$ cat src/rtl/loader_pkg.sv
// loader_pkg: shared constants and state encoding for the boot-time program loader.
//   HDR_BYTES / BYTES_PER_WORD / BYTE_W / WORD_W: stream framing constants.
//   state_e: loader FSM states (fixed 3-bit encoding).
package loader_pkg;

  localparam int HDR_BYTES      = 2;
  localparam int BYTES_PER_WORD = 4;
  localparam int BYTE_W         = 8;
  localparam int WORD_W         = BYTES_PER_WORD * BYTE_W;

  localparam logic [2:0] ST_IDLE  = 3'd0;
  localparam logic [2:0] ST_LEN0  = 3'd1;
  localparam logic [2:0] ST_LEN1  = 3'd2;
  localparam logic [2:0] ST_DATA  = 3'd3;
  localparam logic [2:0] ST_WRITE = 3'd4;
  localparam logic [2:0] ST_CSUM  = 3'd5;
  localparam logic [2:0] ST_DONE  = 3'd6;
  localparam logic [2:0] ST_ERR   = 3'd7;

  typedef enum logic [2:0] {
    S_IDLE  = ST_IDLE,
    S_LEN0  = ST_LEN0,
    S_LEN1  = ST_LEN1,
    S_DATA  = ST_DATA,
    S_WRITE = ST_WRITE,
    S_CSUM  = ST_CSUM,
    S_DONE  = ST_DONE,
    S_ERR   = ST_ERR
  } state_e;

endpackage

$ cat src/rtl/loader_word_pack.sv
// loader_word_pack: packs accepted bytes LSB-first into a 32-bit word.
//   clk_i, rst_ni  : clock, async active-low reset
//   byte_i         : incoming byte
//   accept_i       : byte is consumed this cycle
//   clear_i        : drop any partial word and restart at byte 0
//   word_o         : packing register (complete once the 4th byte lands)
//   word_full_o    : the byte being accepted now is the last of its word
module loader_word_pack
  import loader_pkg::*;
(
  input  logic              clk_i,
  input  logic              rst_ni,
  input  logic [BYTE_W-1:0] byte_i,
  input  logic              accept_i,
  input  logic              clear_i,
  output logic [WORD_W-1:0] word_o,
  output logic              word_full_o
);

  logic [1:0]        idx_q;
  logic [WORD_W-1:0] word_q;

  always_ff @(posedge clk_i or negedge rst_ni) begin
    if (!rst_ni) begin
      idx_q  <= '0;
      word_q <= '0;
    end else if (clear_i) begin
      idx_q  <= '0;
      word_q <= '0;
    end else if (accept_i) begin
      word_q[BYTE_W*int'(idx_q) +: BYTE_W] <= byte_i;
      idx_q <= idx_q + 2'd1;  // wraps to 0 after the last byte of a word
    end
  end

  assign word_o      = word_q;
  assign word_full_o = accept_i && (idx_q == 2'(BYTES_PER_WORD - 1));

endmodule

$ cat src/rtl/prog_loader.sv
// prog_loader: boot-time loader feeding the CPU instruction memory.
//   Parses a little-endian 16-bit word-count header from a valid/ready byte
//   stream, packs data bytes into 32-bit words, writes them to the IM port and
//   holds the CPU in reset until the image is complete.
// Ports:
//   Clk, Reset         : clock, async active-low reset
//   start              : pulse; begins/restarts a load (ignored while busy)
//   rx_valid/rx_data   : byte stream in; rx_ready: loader accepts a byte
//   im_we/im_addr/im_wdata : IM write port, one strobe per word
//   cpu_rst_n          : CPU reset, released only in DONE
//   busy/done/err      : load status; word_cnt: words written so far
// Optional feature: define LOADER_CHECKSUM_EN to require a trailing XOR
// checksum byte over all header and data bytes before DONE.
module prog_loader
  import loader_pkg::*;
#(
  parameter int ADDR_W      = 10,
  parameter int TIMEOUT_CYC = 0
) (
  input  logic              Clk,
  input  logic              Reset,
  input  logic              start,
  input  logic              rx_valid,
  input  logic [7:0]        rx_data,
  output logic              rx_ready,
  output logic              im_we,
  output logic [ADDR_W-1:0] im_addr,
  output logic [31:0]       im_wdata,
  output logic              cpu_rst_n,
  output logic              busy,
  output logic              done,
  output logic              err,
  output logic [ADDR_W:0]   word_cnt
);

  localparam logic [31:0] CAP = 32'd1 << ADDR_W;

`ifdef LOADER_CHECKSUM_EN
  localparam state_e S_FIN = S_CSUM;
`else
  localparam state_e S_FIN = S_DONE;
`endif

  state_e          state_q, state_d;
  logic [7:0]      len0_q;
  logic [15:0]     len_q;
  logic [15:0]     hdr_n;
  logic [ADDR_W:0] word_cnt_q;
  logic [31:0]     tmo_q;
  logic            accept, tmo_active, tmo_hit, restart;
  logic            pk_full;
  logic [31:0]     pk_word;
`ifdef LOADER_CHECKSUM_EN
  logic [7:0]      csum_q;
`endif

  assign accept     = rx_valid && rx_ready;
  assign hdr_n      = {rx_data, len0_q};
  assign restart    = start && (state_q == S_IDLE || state_q == S_DONE || state_q == S_ERR);
  assign tmo_active = (state_q == S_LEN0) || (state_q == S_LEN1) ||
                      (state_q == S_DATA) || (state_q == S_CSUM);
  // Fires on the idle cycle that would bring the counter to TIMEOUT_CYC.
  assign tmo_hit    = (TIMEOUT_CYC != 0) && tmo_active && !accept &&
                      (tmo_q == 32'(TIMEOUT_CYC - 1));

  loader_word_pack u_pack (
    .clk_i       (Clk),
    .rst_ni      (Reset),
    .byte_i      (rx_data),
    .accept_i    (accept && state_q == S_DATA),
    .clear_i     (restart),
    .word_o      (pk_word),
    .word_full_o (pk_full)
  );

  always_comb begin
    state_d = state_q;
    case (state_q)
      S_IDLE:  if (start) state_d = S_LEN0;
      S_LEN0: begin
        if (accept)       state_d = S_LEN1;
        else if (tmo_hit) state_d = S_ERR;
      end
      S_LEN1: begin
        if (accept) begin
          if (hdr_n == 16'd0)          state_d = S_FIN;
          else if (32'(hdr_n) > CAP)   state_d = S_ERR;
          else                         state_d = S_DATA;
        end else if (tmo_hit) begin
          state_d = S_ERR;
        end
      end
      S_DATA: begin
        if (pk_full)      state_d = S_WRITE;
        else if (tmo_hit) state_d = S_ERR;
      end
      S_WRITE: state_d = (32'(word_cnt_q) + 32'd1 == 32'(len_q)) ? S_FIN : S_DATA;
`ifdef LOADER_CHECKSUM_EN
      S_CSUM: begin
        if (accept)       state_d = (rx_data == csum_q) ? S_DONE : S_ERR;
        else if (tmo_hit) state_d = S_ERR;
      end
`endif
      S_DONE, S_ERR: if (start) state_d = S_LEN0;
      default: state_d = S_IDLE;
    endcase
  end

  // Status outputs are registered as a decode of the next state.
  always_ff @(posedge Clk or negedge Reset) begin
    if (!Reset) begin
      state_q    <= S_IDLE;
      rx_ready   <= 1'b0;
      im_we      <= 1'b0;
      cpu_rst_n  <= 1'b0;
      busy       <= 1'b0;
      done       <= 1'b0;
      err        <= 1'b0;
      len0_q     <= '0;
      len_q      <= '0;
      word_cnt_q <= '0;
      tmo_q      <= '0;
`ifdef LOADER_CHECKSUM_EN
      csum_q     <= '0;
`endif
    end else begin
      state_q   <= state_d;
      rx_ready  <= (state_d == S_LEN0) || (state_d == S_LEN1) ||
                   (state_d == S_DATA) || (state_d == S_CSUM);
      im_we     <= (state_d == S_WRITE);
      busy      <= (state_d == S_LEN0) || (state_d == S_LEN1) || (state_d == S_DATA) ||
                   (state_d == S_WRITE) || (state_d == S_CSUM);
      done      <= (state_d == S_DONE);
      err       <= (state_d == S_ERR);
      cpu_rst_n <= (state_d == S_DONE);

      if (accept || state_d != state_q || !tmo_active) tmo_q <= '0;
      else                                              tmo_q <= tmo_q + 32'd1;

      if (accept && state_q == S_LEN0) len0_q <= rx_data;
      if (accept && state_q == S_LEN1) len_q  <= hdr_n;

      if (restart)                  word_cnt_q <= '0;
      else if (state_q == S_WRITE)  word_cnt_q <= word_cnt_q + 1'b1;

`ifdef LOADER_CHECKSUM_EN
      if (restart)                            csum_q <= '0;
      else if (accept && state_q != S_CSUM)   csum_q <= csum_q ^ rx_data;
`endif
    end
  end

  assign im_addr  = word_cnt_q[ADDR_W-1:0];
  assign im_wdata = pk_word;
  assign word_cnt = word_cnt_q;

endmodule

$ cat config.mk
export PLATFORM = sky130hd
export DESIGN_NAME = prog_loader
export DESIGN_NICKNAME = d
export VERILOG_FILES = /design/src/rtl/loader_pkg.sv /design/src/rtl/loader_word_pack.sv /design/src/rtl/prog_loader.sv
export SDC_FILE = /design/constraint.sdc
export NUM_CORES = 1
export LEC_CHECK = 0
export CAP_MARGIN = 20
export CORE_ASPECT_RATIO = 1.2
export CORE_MARGIN = 8
export CORE_UTILIZATION = 30
export DETAILED_ROUTE_END_ITERATION = 6
export GPL_ROUTABILITY_DRIVEN = 0
export PLACE_DENSITY = 0.52
export SYNTH_ARGS = -nofsm -noshare
export SYNTH_HDL_FRONTEND = slang
export SYNTH_HIERARCHICAL = 1
export SYNTH_SLANG_ARGS = --single-unit
$ cat constraint.sdc
create_clock -name Clk -period 2.5 [get_ports Clk]
set_input_delay 0.25 -clock Clk [delete_from_list [all_inputs] [get_ports Clk]]
set_output_delay 0.25 -clock Clk [all_outputs]
set_load 0.02 [all_outputs]
; ---- Yosys cells after proc, flatten, opt, wreduce, memory -nomap -nowiden
; Index checks and enable logic that the tools add are counted.
[classes]
addsub = 4
mul = 0
div_mod_pow = 0
n_lt_le_gt_ge = 1
n_eq_ne = 15
shift = 2
muxes = 15
bitwise_logic = 0
reduce_logical = 18
[op_table]
columns = cell, n
row1 = 2-to-1 mux 32 bit, 2
row2 = negator 5 -> 33 bit, 1
row3 = "variable shift 8 x 33 -> 32 bit, first input constant", 1
row4 = indexed part select 8 x 33 -> 32 bit, 1
row5 = bitwise mux 32 bit, 1
row6 = 2-to-1 mux 11 bit, 2
row7 = "equality test 3 bit, second input constant", 7
row8 = 2-to-1 mux 3 bit, 7
row9 = equality test 12 x 16 -> 1 bit, 1
row10 = "> comparator 16 x 11 -> 1 bit, second input constant", 1
row11 = logical NOT 16 bit, 1
row12 = one-hot mux 3 bit (5 select lines), 1
row13 = "adder 11 x 1 -> 12 bit, second input constant", 1
row14 = "equality test 3 x 2 -> 1 bit, second input constant", 4
row15 = "adder 11 x 1 -> 11 bit, second input constant", 1
row16 = logical OR 1 bit, 7
row17 = "equality test 3 x 1 -> 1 bit, second input constant", 2
row18 = logical AND 1 bit, 6
row19 = 2-to-1 mux 2 bit, 2
row20 = nonzero test 2 bit, 2
row21 = logical NOT 3 bit, 1
row22 = OR reduction 3 bit, 1
row23 = "adder 2 x 1 -> 2 bit, second input constant", 1
row24 = "equality test 2 bit, second input constant", 1
[totals]
register_bits = 77
latch_bits = 0
ram_bits = 0
romBits = 0
input_bits = 12
output_inout_bits = 59
word_cells = 66
n_memories = 0

; ---- Longest topological paths before layout
; Gate-level depths: netlist of run 1.
[depth]
word_depth = 10
depth_mapped = 10
ltp_nobuf = 8

; ---- Hierarchy
; The synthesis of run 1 kept the hierarchy.
[modules_own_cells]
columns = module, instances, cells_each, area_per_inst_um2, seq_area_each_um2
row1 = prog_loader, 1, 222, 2338.5, 1076.0
row2 = loader_word_pack, 1, 106, 1458.9, 850.8

; ---- Least setup slack after synthesis of run 1
; OpenSTA, ideal clock, no wires.
[synth_path]
path_kind = register -> register
start = register word_cnt_q[0], in the netlist word_cnt[0]
end = register busy
setup_ns = 0.122
t_arrival_ns = 2.174
required_time_ns = 2.378
slack_ns = 0.204
stages_incl_launch_ff = 8
synth_period_minus_slack_ns = 2.296
cell_sequence = dfrtp_1 -> ha_1 -> xnor2_1 -> nand3_1 -> or4b_4 -> nor4_4 -> a31o_2 -> o21ai_2
[synth_between]
elab_chain_cells = 9
elab_cells_between_ends = 13
cone_classes = add/sub: 1 / eq/ne: 6 / mux: 2 / reduce/logical: 4
[synth_lines]
columns = item, line_no
row1 = from (decl), prog_loader.sv:48  ; logic [ADDR_W:0] word_cnt_q;
row2 = from (signal assigned), prog_loader.sv:144  ; else if (state_q == S_WRITE) word_cnt_q <= word_cnt_q + 1'b1;
row3 = adder 11 x 1 -> 12 bit *, prog_loader.sv:97  ; S_WRITE: state_d = (32'(word_cnt_q) + 32'd1 == 32'(len_q)) ? S_FIN : S_DATA;
row4 = equality test 12 x 16 -> 1 bit *, prog_loader.sv:97
row5 = 2-to-1 mux 3 bit *, prog_loader.sv:97
row6 = one-hot mux 3 bit (5 select lines) *, prog_loader.sv:78  ; case (state_q)
row7 = equality test 3 x 1 -> 1 bit / equality test 3 x 2 -> 1 bit (equally long branches), prog_loader.sv:131  ; busy <= (state_d == S_LEN0) || (state_d == S_LEN1) || (state_d == S_DATA) ||
row8 = logical OR 1 bit (3 in a row), prog_loader.sv:131
row9 = logical OR 1 bit *, prog_loader.sv:132  ; (state_d == S_WRITE) || (state_d == S_CSUM);
row10 = to (signal assigned), prog_loader.sv:131
row11 = to (decl), prog_loader.sv:30  ; output logic busy,
; Mark *: on every way between the ends. The rest lies on a longest branch, timed or not.
; A chain may end at the register's enable or synchronous reset.

; ---- Worst setup path in the final report of run 1
; Same ends and word-level chain as after synthesis.

==> results by group, run 1 <==
Worst hold path
  – Hold Path Class: in -> async

Detailed routing
  – TritonRoute pass-1 iters: 4
  – Detailed Route WL: 10.21 mm
  – Routed Antenna Nets: 0
  – 1st-iter DRT viols: 78
  – Vias post-DR: 2879
  – WL per Instance: 17.79 µm
  – Drc violations: 0
  – DR vias/cell: 5.016

Critical path
  – Levels on crit path: 7
  – CP Capture Type: flop
  – Largest delay share family, worst path: simple AND/OR/NAND/NOR gates
  – Reg2reg setup slack: 0.26 ns
  – Bufs and invs on worst path: 0
  – Crit Path Class: reg -> reg
  – Crit path DAT: 2.45 ns
  – Critical path, cell by cell: ha_1, xnor2_1, nand3_1, or4b_4, nor4_4, a31o_2, o21ai_2
  – Max incr delay on CP: 0.54 ns
  – Max FO, Critical Path: 3
  – CP Launch Type: flop
  – Worst path slowest cell: or4b_4
  – WP data required: 2.71 ns
  – R2R depth: 7

STA
  – Final setup violation count: 0
  – Setup_tns: 0 ns
  – Final critical-path required period: 2.240 ns
  – Clock skew: 0.007519 ns
  – Slew margin rel.: 0.5452
  – Fin crit share: 0.8962
  – RSZ-0062 raised after global routing: no
  – Max Clk Rate: 446.3 MHz
  – Hold Violations, Final: 0
  – Slew @ Worst Pin: 0.6822 ns
  – Pins Over Slew Limit: 0

Global route
  – Vias in the first global route: 3058
  – Largest net degree at the start of global routing: 38
  – First-pass GRT wire length: 17.01 mm
  – Total gr overflow: 0
  – All-Layer GR Usage: 0.1294
  – Initial antenna violation count: 0

Flow run
  – Max-cap viol count: 0

Floorplan
  – Core area: 12500 µm²
  – Full die area: 16530 µm²
  – Die Height: 139.2 µm
  – Initial Util: 0.3038
  – # rows: 45
  – IO Pins: 71
  – Die X: 118.7 µm

Clocking
  – CTS Sinks: 77
  – Worst-Skew Late Latency: 0.33 ns
  – Total CTS buffers: 9
  – Hold_buf cts: 1
  – Clock Path Buffers: 2
  – CTS tree: yes
  – Clk root buf: clkbuf_16
  – Reg clk slew, reported paths: 0.06 ns
  – Postcts setup bufs: 0
  – Post_cts resized: 0
  – H-tree levels: 3

Logic synthesis
  – Avg Inst Size Synth: 11.58 µm²
  – Post-synth net total: 346
  – Ys flop type: dfrtp_1
  – Synthesized area: 3797 µm²
  – EDFF count, synth: 0
  – Netlist cell types: 47
  – Ys async rst share: 1.000
  – Number of synthesized register bits: 77
  – Ys Warns: 6
  – Sequential cell area fraction in the yosys report: 0.5074
  – Syn Inst Count: 328

Cells and area
  – Layout cell share with drive strength beyond 1: 0.1829
  – Commonest cells after routing, fill and taps aside: dfrtp_1, clkdlybuf4s50_1, a32o_1
  – Final core utilization: 0.3987
  – Layout area overhead: 31.24%
  – ANT cells: 0
  – Commonest non-fill, non-tap cell in the layout: dfrtp_1
  – Fillers: 1255
  – Cell Count, Final, Fillers Out: 574
  – Final net count: 423

Placed design
  – Dpl hpwl: 7.467 mm
  – PortBufs: 70
  – Dpl cells: 557

Pwr
  – Maximum vdd drop: 0.0004947 V
  – PD cells: 980.2 nW/µm²
  – Leak: 2.050 nW

Status
  – Outcome: completed
-- power by group --
group | switching, mW | internal, mW | total (mW)
Clock | 0.484 | 0.797 | 1.28
Sequential | 0.294 | 1.57 | 1.87
Combinational | 0.906 | 0.829 | 1.73
Total | 1.68 | 3.20 | 4.88
-- cell usage after synthesis, types with 2 or more instances --
| master | count | area share |
|---|---|---|
| or3_1 | 3 | 0.0049 |
| nand2_1 | 14 | 0.014 |
| a32o_1 | 32 | 0.084 |
| mux2_2 | 23 | 0.068 |
| dfrtp_1 | 77 | 0.51 |
| buf_6 | 5 | 0.015 |
| nor2b_1 | 12 | 0.020 |
| a31o_2 | 2 | 0.0046 |
| nor3_2 | 3 | 0.0079 |
| o21ai_0 | 14 | 0.018 |
| a21oi_1 | 14 | 0.018 |
| nor2_1 | 20 | 0.020 |
| inv_1 | 8 | 0.0079 |
| buf_2 | 5 | 0.0066 |
| buf_4 | 12 | 0.024 |
| buf_1 | 3 | 0.0030 |
| xnor2_1 | 13 | 0.030 |
| nor3_1 | 4 | 0.0053 |
| nand3_1 | 9 | 0.012 |
| mux2i_1 | 2 | 0.0053 |
| o41ai_1 | 2 | 0.0046 |
| nor4_1 | 4 | 0.0066 |
| and2_1 | 7 | 0.012 |
| xor2_1 | 7 | 0.016 |
| nand2b_1 | 2 | 0.0033 |
| a31oi_1 | 3 | 0.0049 |
| clkbuf_1 | 3 | 0.0030 |
| ha_1 | 6 | 0.020 |
-- routing by layer --
metal / global-route usage / vias up / wire, µm
met5: 0 / - / 0
met4: 0.05003 / 0 / 119
met3: 0.03966 / 10 / 624
met2: 0.2148 / 72 / 4953
met1: 0.1530 / 1445 / 4512
li1: - / 1352 / -
-- layout make-up --
type | instances | area, µm² | area share
Multi-Input combinational cell | 215 | 1647 | 0.3304
Tap cell | 164 | 205.2 | 0.04118
Clock inverter | 4 | 47.55 | 0.009541
Sequential cell | 77 | 1927 | 0.3866
Inverter | 8 | 30.03 | 0.006026
Clock buffer | 12 | 246.5 | 0.04946
Timing Repair Buffer | 94 | 880.8 | 0.1768
-- final timing paths --
path,start,to
max,word_cnt[0]$_DFFE_PN0P_,busy$_DFF_PN0_
min,Reset,im_we$_DFF_PN0_
max reg2reg,word_cnt[0]$_DFFE_PN0P_,busy$_DFF_PN0_
min reg2reg,u_pack/word_o[6]$_DFFE_PN0P_,u_pack/word_o[6]$_DFFE_PN0P_
max in group asynchronous,Reset,len_q[8]$_DFFE_PN0P_
min in group Clk,u_pack/word_o[6]$_DFFE_PN0P_,u_pack/word_o[6]$_DFFE_PN0P_
-- metrics by stage --
step / total power [mW] / cell area (µm²) / setup WS, ns / hold WS [ns]
finish: 4.885 / 4984 / 0.2596 / 0.4326
global route: 5.217 / 4984 / 0.1230 / 0.4846
CTS: 4.954 / 4984 / 0.2336 / 0.4384
detailed placement: 3.642 / 4679 / 0.2645 / 0.2535
global placement: 3.601 / 4679 / 0.2909 / 0.2544
floorplan: 3.038 / 3797 / 0.2044 / -0.04559
-- registers in the layout, summed over array words and instances (netlist names) --
name,flops
u_pack/word_o,32
len_q,16
word_cnt,11
len0_q,8
state_q,3
u_pack/idx_q,2
busy,1
done,1
err,1
im_we,1
rx_ready,1
-- logic make-up (layout without fill, tap and decap cells) --
| kind of cell | after synthesis | count (layout) | synth area share |
|---|---|---|---|
| DFF | 77 | 77 | 0.5074 |
| muxes | 26 | 26 | 0.07941 |
| AOI/OAI and AO/OA | 73 | 73 | 0.1479 |
| adders and majority gates | 6 | 6 | 0.01977 |
| and+or+nand+nor | 89 | 89 | 0.1361 |
| buffers and inverters | 36 | 118 | 0.05898 |
| xor gates and xnor gates | 21 | 21 | 0.05041 |
No activity file was read; power rests on OpenSTA's default activity.
==> run 2: changes to the inputs <==
Settings changed: TNS_END_PERCENT from default to 20.
==> results of run 2 <==
No change in the layout: final DEF, timing and power equal those of run 1.
